<file path="config.mk">
export PLATFORM = sky130hd
export DESIGN_NAME = float2fxp_stream
export DESIGN_NICKNAME = d
export VERILOG_FILES = /design/src/rtl/float2fxp_stream.sv
export SDC_FILE = /design/constraint.sdc
export NUM_CORES = 1
export LEC_CHECK = 0
export CORE_MARGIN = 2
export CORE_UTILIZATION = 60
export CTS_CLUSTER_SIZE = 10
export DETAILED_ROUTE_END_ITERATION = 6
export PLACE_DENSITY = 0.84
export SYNTH_ARGS = -nofsm -noshare
export SYNTH_HDL_FRONTEND = slang
export SYNTH_SLANG_ARGS = --single-unit
</file>
<file path="constraint.sdc">
create_clock -name clk -period 5.2 [get_ports clk]
set_input_delay 1.04 -clock clk [delete_from_list [all_inputs] [get_ports clk]]
set_output_delay 1.04 -clock clk [all_outputs]
set_load 0.02 [all_outputs]
</file>
<file path="src/rtl/float2fxp_stream.sv">
// -----------------------------------------------------------------------------
// float2fxp_stream
//
// Streaming converter from IEEE-754 single precision to signed fixed point
// with WOI integer bits (sign included) and WOF fractional bits. It has three
// register stages:
//   S1  decode   : splits sign/exponent/mantissa and classifies the word
//                  (zero and denormal, normal, Inf, NaN)
//   S2  align    : scales the significand by 2^(e-150+WOF) and keeps a guard
//                  bit when shifting right
//   S3  finalize : rounds, saturates and applies the sign; S3 drives the
//                  outputs directly
// All three stages advance together whenever the output register is empty or
// is being drained. Bubbles are not squeezed out.
//
// Ports
//   clk         clock, rising edge
//   rstn        asynchronous active-low reset
//   i_valid     input word valid
//   i_ready     block accepts a word this cycle (= ~o_valid | o_ready)
//   i_float     IEEE-754 single-precision word
//   o_valid     output word valid
//   o_ready     downstream accepts the output word
//   o_fxp       signed fixed-point result, WOI+WOF bits
//   o_overflow  result saturated, or input was Inf/NaN
// -----------------------------------------------------------------------------
module float2fxp_stream #(
   parameter int WOI   = 13,
   parameter int WOF   = 13,
   parameter bit ROUND = 1'b1
) (
   input  logic               clk,
   input  logic               rstn,
   input  logic               i_valid,
   output logic               i_ready,
   input  logic [31:0]        i_float,
   output logic               o_valid,
   input  logic               o_ready,
   output logic [WOI+WOF-1:0] o_fxp,
   output logic               o_overflow
);

   localparam int N = WOI + WOF;
   // The magnitude register must hold 2^(N-1) plus a rounding carry, and must
   // also hold a full 24-bit significand that has been shifted right.
   localparam int MW = (N + 1 > 25) ? N + 1 : 25;
   // Any left shift beyond this point pushes even the smallest significand
   // (2^23) above 2^(N-1).
   localparam int LSH_MAX = N - 24;

   localparam logic [N-1:0]  FXP_MAX    = {1'b0, {(N-1){1'b1}}};
   localparam logic [N-1:0]  FXP_MIN    = {1'b1, {(N-1){1'b0}}};
   localparam logic [MW-1:0] HALF_RANGE = MW'(1) << (N - 1);   // 2^(N-1)
   localparam logic [MW-1:0] MAG_MAX    = HALF_RANGE - MW'(1);  // 2^(N-1)-1

   typedef enum logic [1:0] {
      CLS_ZERO,
      CLS_NORM,
      CLS_INF,
      CLS_NAN
   } cls_e;

   // ---------------------------------------------------------------- control
   logic adv;
   logic s1_v_q, s2_v_q, s3_v_q;

   // A stall exists only while the output word waits for its consumer, so the
   // whole pipe either moves or holds as one unit.
   assign adv     = ~s3_v_q | o_ready;
   assign i_ready = adv;

   // NOTE: sequential state uses non-blocking assignments only, so every
   // stage samples the value its upstream stage held before the clock edge.
   always_ff @(posedge clk or negedge rstn) begin
      if (!rstn) begin
         s1_v_q <= 1'b0;
         s2_v_q <= 1'b0;
         s3_v_q <= 1'b0;
      end else if (adv) begin
         s1_v_q <= i_valid;
         s2_v_q <= s1_v_q;
         s3_v_q <= s2_v_q;
      end
   end

   // --------------------------------------------------------------- S1 decode
   cls_e        s1_cls_d, s1_cls_q;
   logic        s1_sign_q;
   logic [7:0]  s1_exp_q;
   logic [23:0] s1_sig_q;

   // NOTE: every combinational block assigns all of its outputs at the top,
   // so no path through the branches can leave a value unassigned and infer
   // a latch.
   always_comb begin
      s1_cls_d = CLS_NORM;
      if (i_float[30:23] == 8'h00) begin
         s1_cls_d = CLS_ZERO;                 // denormals flush to zero
      end else if (i_float[30:23] == 8'hFF) begin
         s1_cls_d = (i_float[22:0] == 23'd0) ? CLS_INF : CLS_NAN;
      end
   end

   // ---------------------------------------------------------------- S2 align
   cls_e          s2_cls_q;
   logic          s2_sign_q;
   logic [MW-1:0] s2_mag_d, s2_mag_q;
   logic          s2_guard_d, s2_guard_q;
   logic          s2_povf_d, s2_povf_q;
   int            sh;
   logic [5:0]    rs;
   logic [24:0]   rwide;

   // Ties round half away from zero, so the bits below the guard bit never
   // change the result. A sticky bit would be redundant and is not carried.
   always_comb begin
      sh         = int'(s1_exp_q) + WOF - 150;
      rs         = '0;
      rwide      = '0;
      s2_mag_d   = '0;
      s2_guard_d = 1'b0;
      s2_povf_d  = 1'b0;
      if (sh > LSH_MAX) begin
         s2_povf_d = 1'b1;
      end else if (sh >= 0) begin
         s2_mag_d = MW'(s1_sig_q) << sh;
      end else begin
         // A shift of 25 or more leaves every bit, including the guard bit,
         // below the result. Capping the distance there stops any wrap.
         rs         = (sh < -25) ? 6'd25 : 6'(-sh);
         rwide      = {s1_sig_q, 1'b0} >> rs;
         s2_mag_d   = MW'(rwide[24:1]);
         s2_guard_d = rwide[0];
      end
      if (s2_mag_d > HALF_RANGE) begin
         s2_povf_d = 1'b1;
      end
   end

   // ------------------------------------------------------------- S3 finalize
   logic [N-1:0]  s3_fxp_d, s3_fxp_q;
   logic          s3_ovf_d, s3_ovf_q;
   logic [MW-1:0] mag_r;

   always_comb begin
      mag_r    = s2_mag_q + MW'(ROUND & s2_guard_q);
      s3_fxp_d = '0;
      s3_ovf_d = 1'b0;
      unique case (s2_cls_q)
         CLS_ZERO: begin
            s3_fxp_d = '0;
            s3_ovf_d = 1'b0;
         end
         CLS_NAN: begin
            s3_fxp_d = FXP_MAX;
            s3_ovf_d = 1'b1;
         end
         CLS_INF: begin
            s3_fxp_d = s2_sign_q ? FXP_MIN : FXP_MAX;
            s3_ovf_d = 1'b1;
         end
         CLS_NORM: begin
            if (s2_povf_q) begin
               s3_fxp_d = s2_sign_q ? FXP_MIN : FXP_MAX;
               s3_ovf_d = 1'b1;
            end else if (!s2_sign_q) begin
               if (mag_r > MAG_MAX) begin
                  s3_fxp_d = FXP_MAX;
                  s3_ovf_d = 1'b1;
               end else begin
                  s3_fxp_d = mag_r[N-1:0];
               end
            end else begin
               // A magnitude of exactly 2^(N-1) negates to MIN, which is
               // representable, so it is not flagged.
               if (mag_r > HALF_RANGE) begin
                  s3_fxp_d = FXP_MIN;
                  s3_ovf_d = 1'b1;
               end else begin
                  s3_fxp_d = -mag_r[N-1:0];
               end
            end
         end
         default: begin
            s3_fxp_d = '0;
            s3_ovf_d = 1'b0;
         end
      endcase
   end

   // --------------------------------------------------------------- registers
   // NOTE: the S1/S2 data registers have no reset. Their contents matter only
   // when the valid bit travelling with them is set, and that valid bit is
   // reset.
   always_ff @(posedge clk) begin
      if (adv && i_valid) begin
         s1_cls_q  <= s1_cls_d;
         s1_sign_q <= i_float[31];
         s1_exp_q  <= i_float[30:23];
         s1_sig_q  <= {1'b1, i_float[22:0]};
      end
      if (adv && s1_v_q) begin
         s2_cls_q   <= s1_cls_q;
         s2_sign_q  <= s1_sign_q;
         s2_mag_q   <= s2_mag_d;
         s2_guard_q <= s2_guard_d;
         s2_povf_q  <= s2_povf_d;
      end
   end

   // The output data registers are visible at the ports, so they are reset.
   // They load only real words, so o_fxp holds its value through bubbles.
   always_ff @(posedge clk or negedge rstn) begin
      if (!rstn) begin
         s3_fxp_q <= '0;
         s3_ovf_q <= 1'b0;
      end else if (adv && s2_v_q) begin
         s3_fxp_q <= s3_fxp_d;
         s3_ovf_q <= s3_ovf_d;
      end
   end

   assign o_valid    = s3_v_q;
   assign o_fxp      = s3_fxp_q;
   assign o_overflow = s3_ovf_q;

endmodule

</file>
==> metrics.cfg, run 1 <==
[run_status]
status=finished with violations
violations=DRC

[logic_synthesis]
syn_avg_cell_area_um2=8.27
synth-seq-area-share_pct=31.9
synth_area_leaders=edfxtp_1 23%, dfrtp_1 8.8%, a21oi_1 5.1%
synth-simple-area-share_pct=24.7
syn_nets=1079
synth_top_area_share_pct=23.1
synth_fa_ha_area_share_pct=1.29
synthMuxAreaShare_pct=6.40
syn_area_um2=8560
synth_compound_area_share_pct=26.0
synth_seq_cells=96
ys.flop_type=edfxtp_1
synth_most_common_cell=nor2_1
synth.distinct_cells=98
yosysTopAreaCell=edfxtp_1
syn_inst=1035
synth_common_cells=103 x nor2_1, 99 x nand2_1, 87 x a21oi_1
synth_xor_area_share_pct=4.79
synthArstFlopShare_pct=31.3
yosysWarnings=0
synth_edf_count=66
synth_top_family_by_area=compound AO/OA/AOI/OAI gates

[worst_setup_path]
critical_path_class=reg2reg
start_kind=flop
required_ns=5.43
reg2reg_from=s1_exp_q[0]
cp-end-kind=flop
cp.arrival_ns=4.80
crit_start=s1_exp_q[0]
critPathMaxFanout=78

[drt]
first_iter_violations=1477
wl_um=28800
drc=2
vias_per_cell=7.03
drtAntennaViolNets=0
first_pass_iters=7
wire_per_inst_um=23.2
dr_total_vias=8734

[global_route]
grt-ovfl-total=0
grt_pass1_vias=7585
antenna_found_initial=0
grt_max_degree=83
grt_use_total_pct=38.6
grt_pass1_wl_um=44200

[clock_network]
cts_root_buf=clkbuf_16
max-clock-path-buffers=2
cts_num_sinks=96
cts_made_buffers=9
cts_tree=yes
path_clk_slew_ns=0.08
htree_levels=3
insertion_delay_ns=0.37
postCtsSetupBuffers=0
postCtsHoldBufs=0
cts_repair_resize_count=0

[sta]
slew_headroom_pct=33.4
setup_viol=0
fmax_ghz=0.219
fin_crit_ns=4.57
fin_tns_setup_ns=0
fin_skew_ns=0.0124
period_share_pct=87.9
finalMaxSlewViolations=0
hold_viol_final=0
grt_setup_unrepaired=false
tightest_slew_ns=0.999

[floorplan]
start_util_pct=61.4
core-area_um2=13900
ios=65
die_x_um=123
die_h_um=123
die-area_um2=15200
rows=43

[min_path]
min_from=s1_sign_q
hp-class=reg2reg

[pwr]
totalPowerFinal_mw=3.63
p_per_area_nw_per_um2=380
leakagePower_nw=3.38
vdd_ir_drop_max_uv=235

[placement]
place_hpwl_um=22100
dp.cells=1227
placed_cell_area_um2=9240
io_buffers=64
place.gp.congestion=1.08

[run]
drv_cap=0

[cells_and_area]
drive_above_1_share_pct=10.1
fin_area_um2=9550
diodes=0
fin_util_pct=68.5
nets=1102
final_cells=1243
layout-area-overhead-vs-synth_pct=11.6

report_power, final:
group	switching [mW]	total (mW)	internal, mW
logic	1.04	1.72	0.673
clock network	0.350	0.696	0.346
registers	0.195	1.22	1.02
cell type report:
class                           instances  area, um^2
Multi-Input combinational cell        849        5420
Fill cell                            1139        4380
Sequential cell                        96        2730
Timing Repair Buffer                   82         788
Clock buffer                            9         225
Tap cell                              180         225
Clock inverter                          7        86.3
Inverter                               20        75.1
final timing paths:
kind / to / slack (ns) / depth (start not counted)
worst min register to register: s2_sign_q / 0.44 / 0
min in group asynchronous: s1_v_q / 1.07 / 2
worst max register to register: s2_povf_q / 0.63 / 12
worst min-delay path: s2_sign_q / 0.44 / 0
max in group asynchronous: o_fxp[12] / 3.85 / 2
worst max-delay path: s2_povf_q / 0.63 / 12
state kept, by name (all words and copies together) (netlist names):
register,cells
o_fxp,26
o_overflow,1
o_valid,1
s1_cls_q,2
s1_exp_q,8
s1_sig_q,23
s1_sign_q,1
s1_v_q,1
s2_cls_q,2
s2_guard_q,1
s2_mag_q,27
s2_povf_q,1
s2_sign_q,1
s2_v_q,1
stage by stage:
stage / hold slack, ns / setup WS, ns
final: 0.440 / 0.627
after floorplan: 0.400 / 1.03
after detailed placement: 0.406 / 0.809
after global routing: 0.450 / 0.326
after global placement: 0.421 / 0.831
after CTS: 0.437 / 0.772
per-layer routing:
metal	GRT usage, %	vias to the layer above	share of wire, %
met5	0	-	0
met4	12.4	0	3.2
met3	11.5	83	13
met2	56.0	617	43
met1	55.0	4089	41
li1	-	3945	-
critical path, stage by stage (launching register included):
cell       delay (ns)
edfxtp_1         0.52
buf_4            0.64
ha_1             0.40
maj3_1           0.22
o21ai_1          0.07
xnor2_1          0.77
nand3_1          0.28
nor2_1           0.70
o21ai_0          0.35
nand2_1          0.16
nor4bb_1         0.06
nand4bb_1        0.12
o31a_1           0.13
cells by family (layout without fill, tap and decap cells):
group                    count (synthesis)  in the layout
AND/OR/NAND/NOR                        408            408
AO/OA/AOI/OAI                          342            342
flip-flops                              96             96
buffers and inverters                   90            118
XOR/XNOR                                46             46
multiplexers                            44             44
adder cells (fa/ha/maj)                  9              9
cell usage in the layout (no fill, tap or decap), types with 6 or more instances in the layout:
cell type and n:
or2_2 9, dfrtp_1 30, o21ai_1 24, o21ai_0 74, o31a_1 6, clkdlybuf4s50_1 64, or4_1 7, a21oi_1 87
mux2i_1 21, nand4_1 12, and3_1 10, nand2_1 99, mux4_2 7, nand3_1 38, a221o_1 6, nor2_1 103
a21oi_2 7, edfxtp_1 66, xnor2_1 31, ha_1 7, nor4_1 16, buf_4 17, o21a_1 7, inv_1 18
mux2_2 14, o22ai_1 15, and2_1 15, nor2b_1 9, a31oi_1 21, o211ai_1 8, nand2b_1 20, xor2_1 13
clkbuf_16 9, nor3_1 31, a211oi_1 14
Power figures use the tool's default switching activity.
==> inputs of run 2 (changes only) <==
Settings changed: ABC_CLOCK_PERIOD_IN_PS set to 5200, HOLD_SLACK_MARGIN set to 0.02, PLACE_DENSITY 0.84 to 0.82.
==> run 2 against run 1 <==
Against the previous run: the run now ends clean; via count decreased by 0.42%; sequential share of layout area up 0.053 points; combinational power barely moved; clock-buffer cell count up 2; global-route usage decreased by 1.1 points.
==> metrics.cfg, run 2 (same netlist as run 1, synthesis figures left out) <==
[pwr]
power_switching_mw=1.52  ; -4.3%
internal_power_mw=2.06  ; +0.74%
clockPowerShare_pct=19.1  ; about the same
leakagePower_nw=3.37  ; -0.18%
combPwrFrac_pct=47.2  ; about the same
vdd_ir_drop_max_uv=199  ; -15%
power_frac_seq_pct=33.6  ; about the same
p_per_area_nw_per_um2=375  ; -1.3%
totalPowerFinal_mw=3.58  ; -1.5%
swShare_pct=42.5  ; -1.3 points

[global_route]
grt-ovfl-total=0  ; unchanged
grt_pass1_vias=8008  ; +5.6%
antenna_found_initial=0  ; unchanged
grt_max_degree=81  ; -2.4%
grt_use_total_pct=37.5  ; -1.1 points
grt_pass1_wl_um=43200  ; -2.1%

[sta]
fin_skew_ns=0.00889  ; -0.00355 ns
fin_crit_ns=4.52  ; -0.0546 ns
fin_tns_setup_ns=0  ; unchanged
hold_viol_final=0  ; unchanged
fin_hold_ws_ns=0.436  ; -0.00424 ns
setup_viol=0  ; unchanged
grt_setup_unrepaired=false
period_share_pct=86.9  ; -1.0 points
slew_headroom_pct=31.9  ; -1.5 points
tightest_slew_ns=1.02  ; +0.0230 ns
fmax_ghz=0.221  ; +1.2%
worst_slack_ns=0.682  ; +0.0546 ns
finalMaxSlewViolations=0  ; unchanged

[clock_network]
postCtsHoldBufs=0  ; unchanged
cts_made_buffers=9  ; unchanged
insertion_delay_ns=0.36  ; about the same
max-clock-path-buffers=2  ; unchanged
path_clk_slew_ns=0.07  ; about the same
cts_repair_resize_count=0  ; unchanged
cts_root_buf=clkbuf_16
htree_levels=3  ; unchanged
postCtsSetupBuffers=0  ; unchanged
cts_tree=yes
cts_num_sinks=96  ; unchanged

[cells_and_area]
layout-area-overhead-vs-synth_pct=11.4
nFillCells=1142  ; +0.26%
fin_util_pct=68.4  ; -0.13 points
diodes=0  ; unchanged
final_common_cell=nor2_1
nets=1103  ; +0.091%
drive_above_1_share_pct=10.1  ; about the same
fin_area_um2=9530  ; -0.18%
largest_reg_flops=27  ; unchanged
final_cells=1244  ; +0.080%
regMostFlops=s2_mag_q
mostFrequentLayoutCells=103 x nor2_1, 99 x nand2_1, 87 x a21oi_1, 74 x o21ai_0, 66 x edfxtp_1

[run]
drv_cap=0  ; unchanged

[placement]
placed_cell_area_um2=9240  ; about the same
io_buffers=64  ; unchanged
place_ws_ns=0.854  ; +0.0446 ns
place_hpwl_um=21300  ; -3.6%
dp.cells=1228  ; +0.081%
place.gp.congestion=1.13  ; +4.8%

[drt]
vias_per_cell=6.99  ; -0.50%
drc=0  ; -2
first_iter_violations=930  ; -37%
first_pass_iters=7  ; unchanged
drtAntennaViolNets=0  ; unchanged
wl_um=27800  ; -3.4%
dr_total_vias=8697  ; -0.42%
wire_per_inst_um=22.4  ; -3.5%

[floorplan]
rows=43  ; unchanged
die_h_um=123  ; unchanged
core-area_um2=13900  ; unchanged
die-area_um2=15200  ; unchanged
ios=65  ; unchanged
die_x_um=123  ; unchanged
start_util_pct=61.4  ; unchanged

[worst_setup_path]
critical_path_class=reg2reg
crit_buf_inv=3  ; +2
start_kind=flop
cp-end-kind=flop
critPathMaxFanout=50  ; -36%
crit_path_cell_trace=clkinv_1, buf_4, ha_2, buf_4, nand2b_1, a21boi_0, mux2i_1, mux2i_1, o221ai_1, nand2_1, a41o_1, and3_1, nor4bb_1, nand4bb_1, o31a_1
required_ns=5.31  ; -0.12 ns
critPathMaxStageDelay_ns=0.55  ; -0.22 ns
cp.arrival_ns=4.63  ; -0.17 ns
cpMaxStageDelayCell=ha_2
crit_family=compound AO/OA/AOI/OAI gates

[min_path]
hp-class=reg2reg

[run_status]
status=completed

[run 2: power groups by stage]
stage | registers (mW) | clock network (mW) | logic (mW)
floorplan | 1.28 | 0 | 1.00
global placement | 1.21 | 0 | 1.64
detailed placement | 1.22 | 0 | 1.64
CTS | 1.20 | 0.684 | 1.65
global route | 1.23 | 0.715 | 1.82
finish | 1.20 | 0.684 | 1.69
[run 2: worst paths after layout]
| check | startpoint | to | slack (ns) | depth (start not counted) |
|---|---|---|---|---|
| worst max-delay path | s1_exp_q[0] | s2_povf_q | 0.68 | 15 |
| worst min-delay path | s1_cls_q[1] | s2_cls_q[1] | 0.44 | 0 |
| worst max register to register | s1_exp_q[0] | s2_povf_q | 0.68 | 15 |
| worst min register to register | s1_cls_q[1] | s2_cls_q[1] | 0.44 | 0 |
| max in group asynchronous | rstn | o_fxp[19] | 3.88 | 2 |
| min in group asynchronous | rstn | s1_v_q | 1.05 | 2 |
[run 2: per-layer routing]
layer  global-route usage (%)  wire [um]
met4                     25.6       2280
met3                     6.96       2340
met1                     43.6      10300
met2                     62.5      12900
met5                        0          0
[run 2: area by class of cell]
cell class	count	area [um^2]	area share (%)
Inverter	20	75.1	0.787
Clock inverter	5	45.0	0.472
Sequential cell	96	2730	28.7
Timing Repair Buffer	83	783	8.22
Clock buffer	11	254	2.66
Tap cell	180	225	2.36
Multi-Input combinational cell	849	5420	56.8
